--- src/rtl/paged_mem_bridge.sv ---
`default_nettype none
// ============================================================================
// paged_mem_bridge : TI-99/4A memory cycles -> page-mapped 16-bit SRAM bytes
// Optional feature macro: PAGE_READONLY_EN (drops writes to readonly pages)
// Rev 1.0
// ============================================================================
module paged_mem_bridge #(
  parameter int PAGE_BITS = 4,
  parameter int PHYS_BITS = 7,
  parameter int RD_WAIT   = 2,
  parameter int WE_PULSE  = 2,
  localparam int SRAM_AW  = PHYS_BITS + 15 - PAGE_BITS
) (
  input  logic                 clk,
  input  logic                 reset,
  input  logic                 memen,
  input  logic                 dbin,
  input  logic                 we,
  input  logic                 a15,
  input  logic [15:0]          i_addr,
  input  logic                 i_addr_valid,
  input  logic [7:0]           i_data_bus,
  output logic [7:0]           o_data_bus,
  output logic                 o_dbdir,
  input  logic                 i_map_wr,
  input  logic [PAGE_BITS-1:0] i_map_idx,
  input  logic [PHYS_BITS+1:0] i_map_data,
  output logic [SRAM_AW-1:0]   o_sram_addr,
  output logic [15:0]          o_sram_data,
  input  logic [15:0]          i_sram_data,
  output logic                 o_sram_oe_data,
  output logic                 RAMCS,
  output logic                 RAMOE,
  output logic                 RAMWE,
  output logic                 RAMUB,
  output logic                 RAMLB,
  output logic                 o_busy,
  output logic [2:0]           o_state
);

  localparam int OFF_W   = 15 - PAGE_BITS;
  localparam int ENTRIES = 2 ** PAGE_BITS;
  localparam int VLD     = PHYS_BITS + 1;
  localparam int RO      = PHYS_BITS;
  localparam logic [3:0] RD_LAST    = 4'(RD_WAIT - 1);
  localparam logic [3:0] PULSE_LAST = 4'(WE_PULSE - 1);
  localparam logic [3:0] PULSE_END  = 4'(WE_PULSE);

  typedef enum logic [2:0] {
    S_IDLE      = 3'd0,
    S_WAIT_ADDR = 3'd1,
    S_DECODE    = 3'd2,
    S_READ      = 3'd3,
    S_WRITE     = 3'd4,
    S_WPULSE    = 3'd5,
    S_HOLD      = 3'd6
  } state_t;

  state_t                 state_q;
  logic [3:0]             sync1_q, sync2_q;
  logic [3:0]             cnt_q;
  logic [OFF_W-1:0]       off_q;
  logic [PHYS_BITS+1:0]   ent_q;
  logic [15:0]            rdata_q;
  logic                   we_arm_q;
  logic [PHYS_BITS+1:0]   table_q [ENTRIES];

  logic                   memen_s, dbin_s, we_s, a15_s;
  logic                   we_ok;
  logic [PAGE_BITS-1:0]   page;
  logic                   unused_ok;

  // Sync order {memen, dbin, we, a15}; idle levels are memen/we high.
  always_ff @(posedge clk or posedge reset) begin
    if (reset) begin
      sync1_q <= 4'b1010;
      sync2_q <= 4'b1010;
    end else begin
      sync1_q <= {memen, dbin, we, a15};
      sync2_q <= sync1_q;
    end
  end

  assign memen_s = sync2_q[3];
  assign dbin_s  = sync2_q[2];
  assign we_s    = sync2_q[1];
  assign a15_s   = sync2_q[0];
  assign page    = i_addr[15:16-PAGE_BITS];

`ifdef PAGE_READONLY_EN
  assign we_ok = ~ent_q[RO];
`else
  assign we_ok = 1'b1;
`endif

  assign unused_ok = ^{i_addr[0], ent_q[RO]};

  always_ff @(posedge clk or posedge reset) begin
    if (reset) begin
      for (int i = 0; i < ENTRIES; i++) table_q[i] <= '0;
    end else if (i_map_wr) begin
      table_q[i_map_idx] <= i_map_data;
    end
  end

  always_ff @(posedge clk or posedge reset) begin
    if (reset) begin
      state_q        <= S_IDLE;
      cnt_q          <= '0;
      off_q          <= '0;
      ent_q          <= '0;
      rdata_q        <= '0;
      we_arm_q       <= 1'b0;
      RAMCS          <= 1'b1;
      RAMOE          <= 1'b1;
      RAMWE          <= 1'b1;
      RAMUB          <= 1'b1;
      RAMLB          <= 1'b1;
      o_dbdir        <= 1'b1;
      o_sram_oe_data <= 1'b0;
      o_sram_addr    <= '0;
      o_sram_data    <= '0;
    end else begin
      // A byte write is armed only after we has been seen high, so one long we-low writes once.
      if (we_s) we_arm_q <= 1'b1;
      case (state_q)
        S_IDLE: begin
          if (!memen_s) state_q <= S_WAIT_ADDR;
        end
        S_WAIT_ADDR: begin
          if (i_addr_valid) begin
            off_q   <= i_addr[15-PAGE_BITS:1];
            ent_q   <= table_q[page];
            state_q <= S_DECODE;
          end else if (memen_s) begin
            state_q <= S_IDLE;
          end
        end
        S_DECODE: begin
          if (!ent_q[VLD]) begin
            state_q <= S_HOLD;
          end else begin
            RAMCS       <= 1'b0;
            o_sram_addr <= {ent_q[PHYS_BITS-1:0], off_q};
            cnt_q       <= '0;
            if (dbin_s) begin
              RAMOE   <= 1'b0;
              state_q <= S_READ;
            end else begin
              state_q <= S_WRITE;
            end
          end
        end
        S_READ: begin
          if (cnt_q == RD_LAST) begin
            rdata_q <= i_sram_data;
            RAMOE   <= 1'b1;
            RAMCS   <= 1'b1;
            o_dbdir <= 1'b0;
            state_q <= S_HOLD;
          end else begin
            cnt_q <= cnt_q + 4'd1;
          end
        end
        S_WRITE: begin
          if (memen_s) begin
            RAMCS   <= 1'b1;
            state_q <= S_HOLD;
          end else if (!we_s && we_arm_q) begin
            we_arm_q       <= 1'b0;
            o_sram_data    <= {i_data_bus, i_data_bus};
            RAMUB          <= a15_s;
            RAMLB          <= ~a15_s;
            o_sram_oe_data <= 1'b1;
            RAMWE          <= ~we_ok;
            cnt_q          <= '0;
            state_q        <= S_WPULSE;
          end
        end
        S_WPULSE: begin
          if (cnt_q == PULSE_END) begin
            RAMUB          <= 1'b1;
            RAMLB          <= 1'b1;
            o_sram_oe_data <= 1'b0;
            state_q        <= S_WRITE;
          end else begin
            if (cnt_q == PULSE_LAST) RAMWE <= 1'b1;
            cnt_q <= cnt_q + 4'd1;
          end
        end
        S_HOLD: begin
          RAMCS <= 1'b1;
          RAMOE <= 1'b1;
          RAMWE <= 1'b1;
          RAMUB <= 1'b1;
          RAMLB <= 1'b1;
          if (memen_s) begin
            o_dbdir <= 1'b1;
            state_q <= S_IDLE;
          end
        end
        default: state_q <= S_IDLE;
      endcase
    end
  end

  assign o_data_bus = o_dbdir ? 8'h00 : (a15_s ? rdata_q[7:0] : rdata_q[15:8]);
  assign o_busy     = (state_q != S_IDLE);
  assign o_state    = state_q;

endmodule
`default_nettype wire
--- config.mk ---
export PLATFORM = sky130hd
export DESIGN_NAME = paged_mem_bridge
export DESIGN_NICKNAME = d
export VERILOG_FILES = /design/src/rtl/paged_mem_bridge.sv
export SDC_FILE = /design/constraint.sdc
export NUM_CORES = 1
export LEC_CHECK = 0
export CAP_MARGIN = 25
export CELL_PAD_IN_SITES_DETAIL_PLACEMENT = 1
export CELL_PAD_IN_SITES_GLOBAL_PLACEMENT = 2
export CORE_ASPECT_RATIO = 1.1
export CORE_MARGIN = 3
export CORE_UTILIZATION = 42
export CTS_BUF_LIST = sky130_fd_sc_hd__clkbuf_8 sky130_fd_sc_hd__clkbuf_16
export CTS_CLUSTER_DIAMETER = 40
export DETAILED_ROUTE_END_ITERATION = 7
export GPL_TIMING_DRIVEN = 1
export PLACE_DENSITY = 0.85
export SETUP_SLACK_MARGIN = 0.2
export SKIP_LAST_GASP = 1
export SLEW_MARGIN = 20
export SYNTH_ARGS = -nofsm -noshare
export SYNTH_HDL_FRONTEND = slang
export SYNTH_SLANG_ARGS = --single-unit
export TNS_END_PERCENT = 20
--- constraint.sdc ---
create_clock -name clk -period 10.5 [get_ports clk]
set_input_delay 2.1 -clock clk [delete_from_list [all_inputs] [get_ports clk]]
set_output_delay 2.1 -clock clk [all_outputs]
set_load 0.01 [all_outputs]
==> flow_summary.toml, run 1 <==
[layout]
final_cell_count_no_fill = 1123
synthToLayoutAreaGrowth_pct = 26.0
finalNetCount = 869
n_antenna_cell = 0
final_common_cell = "dfrtp_1"
final_cell_mix = "202 x dfrtp_1, 146 x mux2_2, 110 x clkdlybuf4s50_1"
fillers = 2164
drive_gt1_frac = 0.324

[timing]
post-route-period-util = 0.407
rsz0062_at_grt = "no"
fin_crit_ps = 4270
maxSlewViolCount = 0
final_hold_viol_count = 0
worst_pin_slew_ps = 976
max_slew_margin = 0.347
finalClockSkew_ps = 15.2
fmax_mhz = 234
finalSetupViolCount = 0
fin_tns_setup_ps = 0

[setup_path]
worstPathRequired_ps = 8400
worst_ep_arrival_time_ps = 2170
endpoint_kind = "primary output"
setup.worst_path.class = "flip-flop to primary output"
crit_path_start_kind = "flip-flop"
crit_fanout = 22

[clock_network]
htreeDepth = 2
cts_setup_buffers = 0
cts_buffers = 35
cts.path.max_buffers = 3
postCtsHoldBufs = 0
cts_sinks = 212
clkLatencyLatePin_ps = 490
clk_pin_slew_ps = 50
cts_tree = "done"
cts-resized-gates = 0
clockRootBuffer = "clkbuf_16"

[run_status]
outcome = "complete, no violations"

[power_and_ir_drop]
power_mw = 3.10
p_leak_nw = 5.23
ir_drop_v = 0.000156
power.density_nw_per_um2 = 259

[detailed_routing]
viasPerCell = 5.36
vias = 6017
ant_nets = 0
dr.pass1.iters = 4
drt_iter0_markers = 221
wl_per_cell_microns = 20.8
wl_met1_mm = 9.69
dr.max_layer_used = "met4"
wl_mm = 23.3
drc_errors = 0
wl_met3_microns = 932
routed-wl-met2_mm = 12.3

[placed_design]
gp_congestion = 0.772
dp_hpwl_mm = 15.1
portBuffers = 111
dpl.cell_count = 1060

[yosys]
synth_cells = 697
netlist_area_sq_um = 9500
netlist.area_leader.share = 0.532
syn_nets = 762
seq_area_frac_synth = 0.560
ys_ff_latch = 212
yosys.area.top_type = "dfrtp_1"
ys_warn_count = 0
synth_area_leaders = "dfrtp_1 53%, mux2_2 17%, mux4_2 7.6%, nand2_1 4.0%, dfstp_2 2.8%"
syn_avg_cell_area_sq_um = 13.6
synth_cell_type_count = 53

[global_routing]
grt_pass1_wl_mm = 37.8
first_global_vias = 6932
gr-usage-all-layers = 0.196
grt_max_degree = 123
grt-ovfl-total = 0
antenna_found_initial = 0

[floorplan]
fp.coreArea_sq_um = 22200
rows = 57
initial_core_util = 0.428
fp.dieH_microns = 164
die_w_microns = 149
io_pins = 114
die-area_sq_um = 24500

[worst_hold_path]
min_path_type = "flip-flop to flip-flop"

[flow_run]
cap_viol_max_count = 0
worst paths after layout:
| kind | start | end | slack, ps | depth (start not counted) |
|---|---|---|---|---|
| setup / recovery | o_state[1] | o_busy | 6230 | 3 |
| min in group asynchronous | reset | off_q[9] | 2190 | 2 |
| hold reg to reg | sync1_q[2] | sync2_q[2] | 360 | 0 |
| hold / removal | sync1_q[2] | sync2_q[2] | 360 | 0 |
| setup reg to reg | cnt_q[1] | cnt_q[0] | 7770 | 6 |
| max in group asynchronous | reset | table_q[102] | 7030 | 3 |
state kept, by name, indices dropped and copies added, names as in the netlist:
signal	flops
RAMCS	1
o_sram_oe_data	1
cnt_q	4
ent_q	8
sync2_q	4
sync1_q	4
off_q	11
o_sram_data	8
o_state	3
table_q	128
RAMLB	1
rdata_q	16
RAMWE	1
we_arm_q	1
o_sram_addr	18
RAMOE	1
RAMUB	1
o_dbdir	1
report_power, final:
part           switching (mW)  internal [mW]  total, mW
combinational           0.310          0.430      0.740
sequential              0.172           1.06       1.23
clock                   0.398          0.725       1.12
total                   0.879           2.22       3.10
layer usage:
layer,vias up,track usage
li1,2693,-
met1,3148,0.242
met2,137,0.353
met3,39,0.0350
met4,0,0.0520
met5,-,0
area by class of cell:
class                   count  area, sq um  area share
flip-flops and latches    212         5320       0.444
inverters                  11         48.8     0.00408
multi-input cells         427         3880       0.325
repair buffers            117         1170      0.0982
well taps                 295          369      0.0308
clock buffers              38          940      0.0785
clock inverters            23          233      0.0194
cells in the mapped netlist, drive strengths merged:
cell / n
o211ai: 1
a21boi: 2
buf: 27
nand3: 5
nor3: 2
xor2: 2
ha: 4
a22o: 1
clkbuf: 20
o2111ai: 1
a311oi: 1
a211o: 1
nor4b: 1
and3: 5
a21o: 1
or3b: 1
and2: 1
nor3b: 5
nor4bb: 1
dfstp: 10
mux2: 158
a31oi: 6
clkinv: 1
nand3b: 4
a21oi: 6
o2bb2ai: 1
o21ai: 9
and2b: 1
nor2b: 2
nor2: 26
nand4b: 1
a2bb2oi: 1
inv: 10
o41ai: 1
dfrtp: 202
a211oi: 1
nand2: 102
mux2i: 25
o22ai: 1
or3: 3
nand2b: 5
o221ai: 7
mux4: 32
critical path: stages, from the launching register on:
cell	delay, ps
dfrtp_1	810
nor2_2	190
nand2_1	140
clkdlybuf4s50_1	540
logic make-up after synthesis:
logic type      after synthesis  synth area share
compound gates               41            0.0312
flops                       212             0.560
xor+xnor                      2           0.00184
mux                         215             0.290
simple gates                165            0.0795
fa+ha+maj                     4           0.00527
buf+inv                      58            0.0321
metrics by stage:
stage / setup slack, ps / instance area [sq um] / util / hold slack, ps
5_1_grt: 6080 / 12000 / 0.540 / 365
3_3_place_gp: 6170 / 10800 / 0.485 / 334
2_1_floorplan: 2620 / 9500 / - / 331
6_report: 6230 / 12000 / 0.540 / 356
4_1_cts: 6200 / 11900 / 0.538 / 360
3_5_place_dp: 6050 / 10800 / 0.485 / 338
No activity file was read; power rests on OpenSTA's default activity.
==> run 2: changes to the inputs <==
--- a/config.mk
+++ b/config.mk
@@ -10,12 +10,12 @@
 export CELL_PAD_IN_SITES_GLOBAL_PLACEMENT = 2
 export CORE_ASPECT_RATIO = 1.1
 export CORE_MARGIN = 3
-export CORE_UTILIZATION = 42
+export CORE_UTILIZATION = 35
 export CTS_BUF_LIST = sky130_fd_sc_hd__clkbuf_8 sky130_fd_sc_hd__clkbuf_16
 export CTS_CLUSTER_DIAMETER = 40
 export DETAILED_ROUTE_END_ITERATION = 7
 export GPL_TIMING_DRIVEN = 1
-export PLACE_DENSITY = 0.85
+export PLACE_DENSITY = 0.75
 export SETUP_SLACK_MARGIN = 0.2
 export SKIP_LAST_GASP = 1
 export SLEW_MARGIN = 20
==> constraint.sdc (replaced) <==
create_clock -name clk -period 3.55 [get_ports clk]
set_input_delay 0.71 -clock clk [delete_from_list [all_inputs] [get_ports clk]]
set_output_delay 0.71 -clock clk [all_outputs]
set_load 0.01 [all_outputs]
==> run 2 against run 1 <==
Compared with the run above:
- first-iteration DRC count up 17%
- setup slack worse by 5500 ps
- count of clock-buffer cells in the layout down 1
- largest cell class unchanged
- hold slack worse by 5.2 ps
- critical path depth unchanged
- critical endpoint unchanged
- flip-flop and latch count unchanged
- sequential power rose to 2.9 times the previous value
- largest power group is now the clock network
- non-clock buffer count up 17
- register-to-register slack worse by 6800 ps
- clock skew down 1.8 ps
==> flow_summary.toml, run 2 (same netlist as run 1, synthesis figures left out) <==
[layout]
final_area_sq_um = 12300
drive_gt1_frac = 0.337
n_antenna_cell = 0
finalNetCount = 886
final_cell_mix = "202 x dfrtp_1, 146 x mux2_2, 110 x clkdlybuf4s50_1"
regMostFlops = "table_q"
final_common_cell = "dfrtp_1"
synthToLayoutAreaGrowth_pct = 29.7
largest_reg_flops = 128
largest_registers = "table_q (128), o_sram_addr (18), rdata_q (16)"

[clock_network]
cts-resized-gates = 0
cts_setup_buffers = 0
clkLatencyLatePin_ps = 490
clockRootBuffer = "clkbuf_16"
postCtsHoldBufs = 0
htreeDepth = 2
cts.path.max_buffers = 3
cts_sinks = 212
clk_pin_slew_ps = 50
cts_buffers = 35
cts_tree = "done"

[detailed_routing]
ant_nets = 0
dr.pass1.iters = 4
vias = 6084
viasPerCell = 5.08
wl_mm = 23.6
wl_per_cell_microns = 19.7
drt_iter0_markers = 258
drc_errors = 0

[timing]
rsz0062_at_grt = "no"
finalSetupViolCount = 0
fin_tns_setup_ps = 0
fin_crit_ps = 2810
worst_pin_slew_ps = 983
finalClockSkew_ps = 13.4
fmax_mhz = 356
final_hold_viol_count = 0
maxSlewViolCount = 0
max_slew_margin = 0.344
post-route-period-util = 0.791

[setup_path]
worstPathRequired_ps = 2840
crit_path_start_kind = "flip-flop"
setup.worst_path.class = "flip-flop to primary output"
crit_fanout = 20
endpoint_kind = "primary output"
worst_ep_arrival_time_ps = 2100

[global_routing]
grt_pass1_wl_mm = 38.1
grt_max_degree = 82
first_global_vias = 6960
antenna_found_initial = 0
grt-ovfl-total = 0
gr-usage-all-layers = 0.166

[floorplan]
die-area_sq_um = 29200
rows = 62
die_w_microns = 163
fp.dieH_microns = 179
fp.coreArea_sq_um = 26500
initial_core_util = 0.359
io_pins = 114

[placed_design]
portBuffers = 111
gp_congestion = 0.750
dp_hpwl_mm = 16.1
placed_cell_area_sq_um = 11000

[flow_run]
cap_viol_max_count = 0

[run_status]
outcome = "complete, no violations"

[power_and_ir_drop]
p_leak_nw = 5.38
power_frac_seq = 0.372
intPower_mw = 7.02
p_sw_mw = 2.59
switching_share = 0.269
ir_drop_v = 0.000481
comb_power_share = 0.238
power.density_nw_per_um2 = 780
clockPowerShare = 0.390

[worst_hold_path]
min_path_type = "flip-flop to flip-flop"
-- run 2: changes by cell type in the layout (fill, tap and decap cells not counted), sizes merged --
cell      previous run  this run
bufinv               3        10
buf                  7        24
clkinvlp             7         6
clkbuf              38        37
inv                 16        17
clkinv               8         3
-- run 2: final timing paths --
check                            from              end  slack [ps]  cells after the start
min reg2reg                sync1_q[0]       sync2_q[0]         350                      0
max                        o_state[0]           o_busy         740                      3
max in group asynchronous       reset     table_q[140]        2060                      3
max reg2reg                o_state[0]  o_sram_addr[15]        1010                      5
min in group asynchronous       reset       table_q[9]         650                      2
min                        sync1_q[0]       sync2_q[0]         350                      0
-- run 2: metrics by stage --
stage | power (mW) | worst slack (ps) | utilization | hold slack (ps) | cells
floorplan | 5.01 | 92.0 | - | 331 | 697
global route | 10.1 | 631 | 0.466 | 354 | 1198
finish | 9.60 | 741 | 0.466 | 350 | 1198
detailed placement | 5.93 | 809 | 0.416 | 344 | 1136
CTS | 9.75 | 709 | 0.466 | 354 | 1198
global placement | 5.75 | 939 | 0.416 | 335 | 1136
-- run 2: final cells by class --
cell class,instances,area (sq um)
Fill cell,2670,14100
Sequential cell,212,5320
Multi-Input combinational cell,427,3880
Timing Repair Buffer,134,1330
Clock buffer,37,903
Tap cell,352,440
Clock inverter,25,400
Inverter,11,45.0
-- run 2: routing by layer --
layer,up-vias,track usage,part of all wire,wire (microns)
li1,2737,-,-,-
met1,3172,0.209,0.42,9960
met2,143,0.294,0.51,12100
met3,32,0.0296,0.045,1070
met4,0,0.0490,0.018,426
met5,-,0,0,0
-- run 2: power by group through the flow --
stage | logic [mW] | clock network [mW] | registers [mW]
after floorplan | 1.47 | 0 | 3.54
after global placement | 2.22 | 0 | 3.53
after detailed placement | 2.31 | 0 | 3.62
after CTS | 2.33 | 3.83 | 3.58
after global routing | 2.51 | 3.96 | 3.67
final | 2.28 | 3.75 | 3.57
-- run 2: worst max-delay path, cell delays in order (launching register included) --
cell and delay (ps):
dfrtp_1 740, nor2_2 190, nand2_1 120, clkdlybuf4s50_1 550
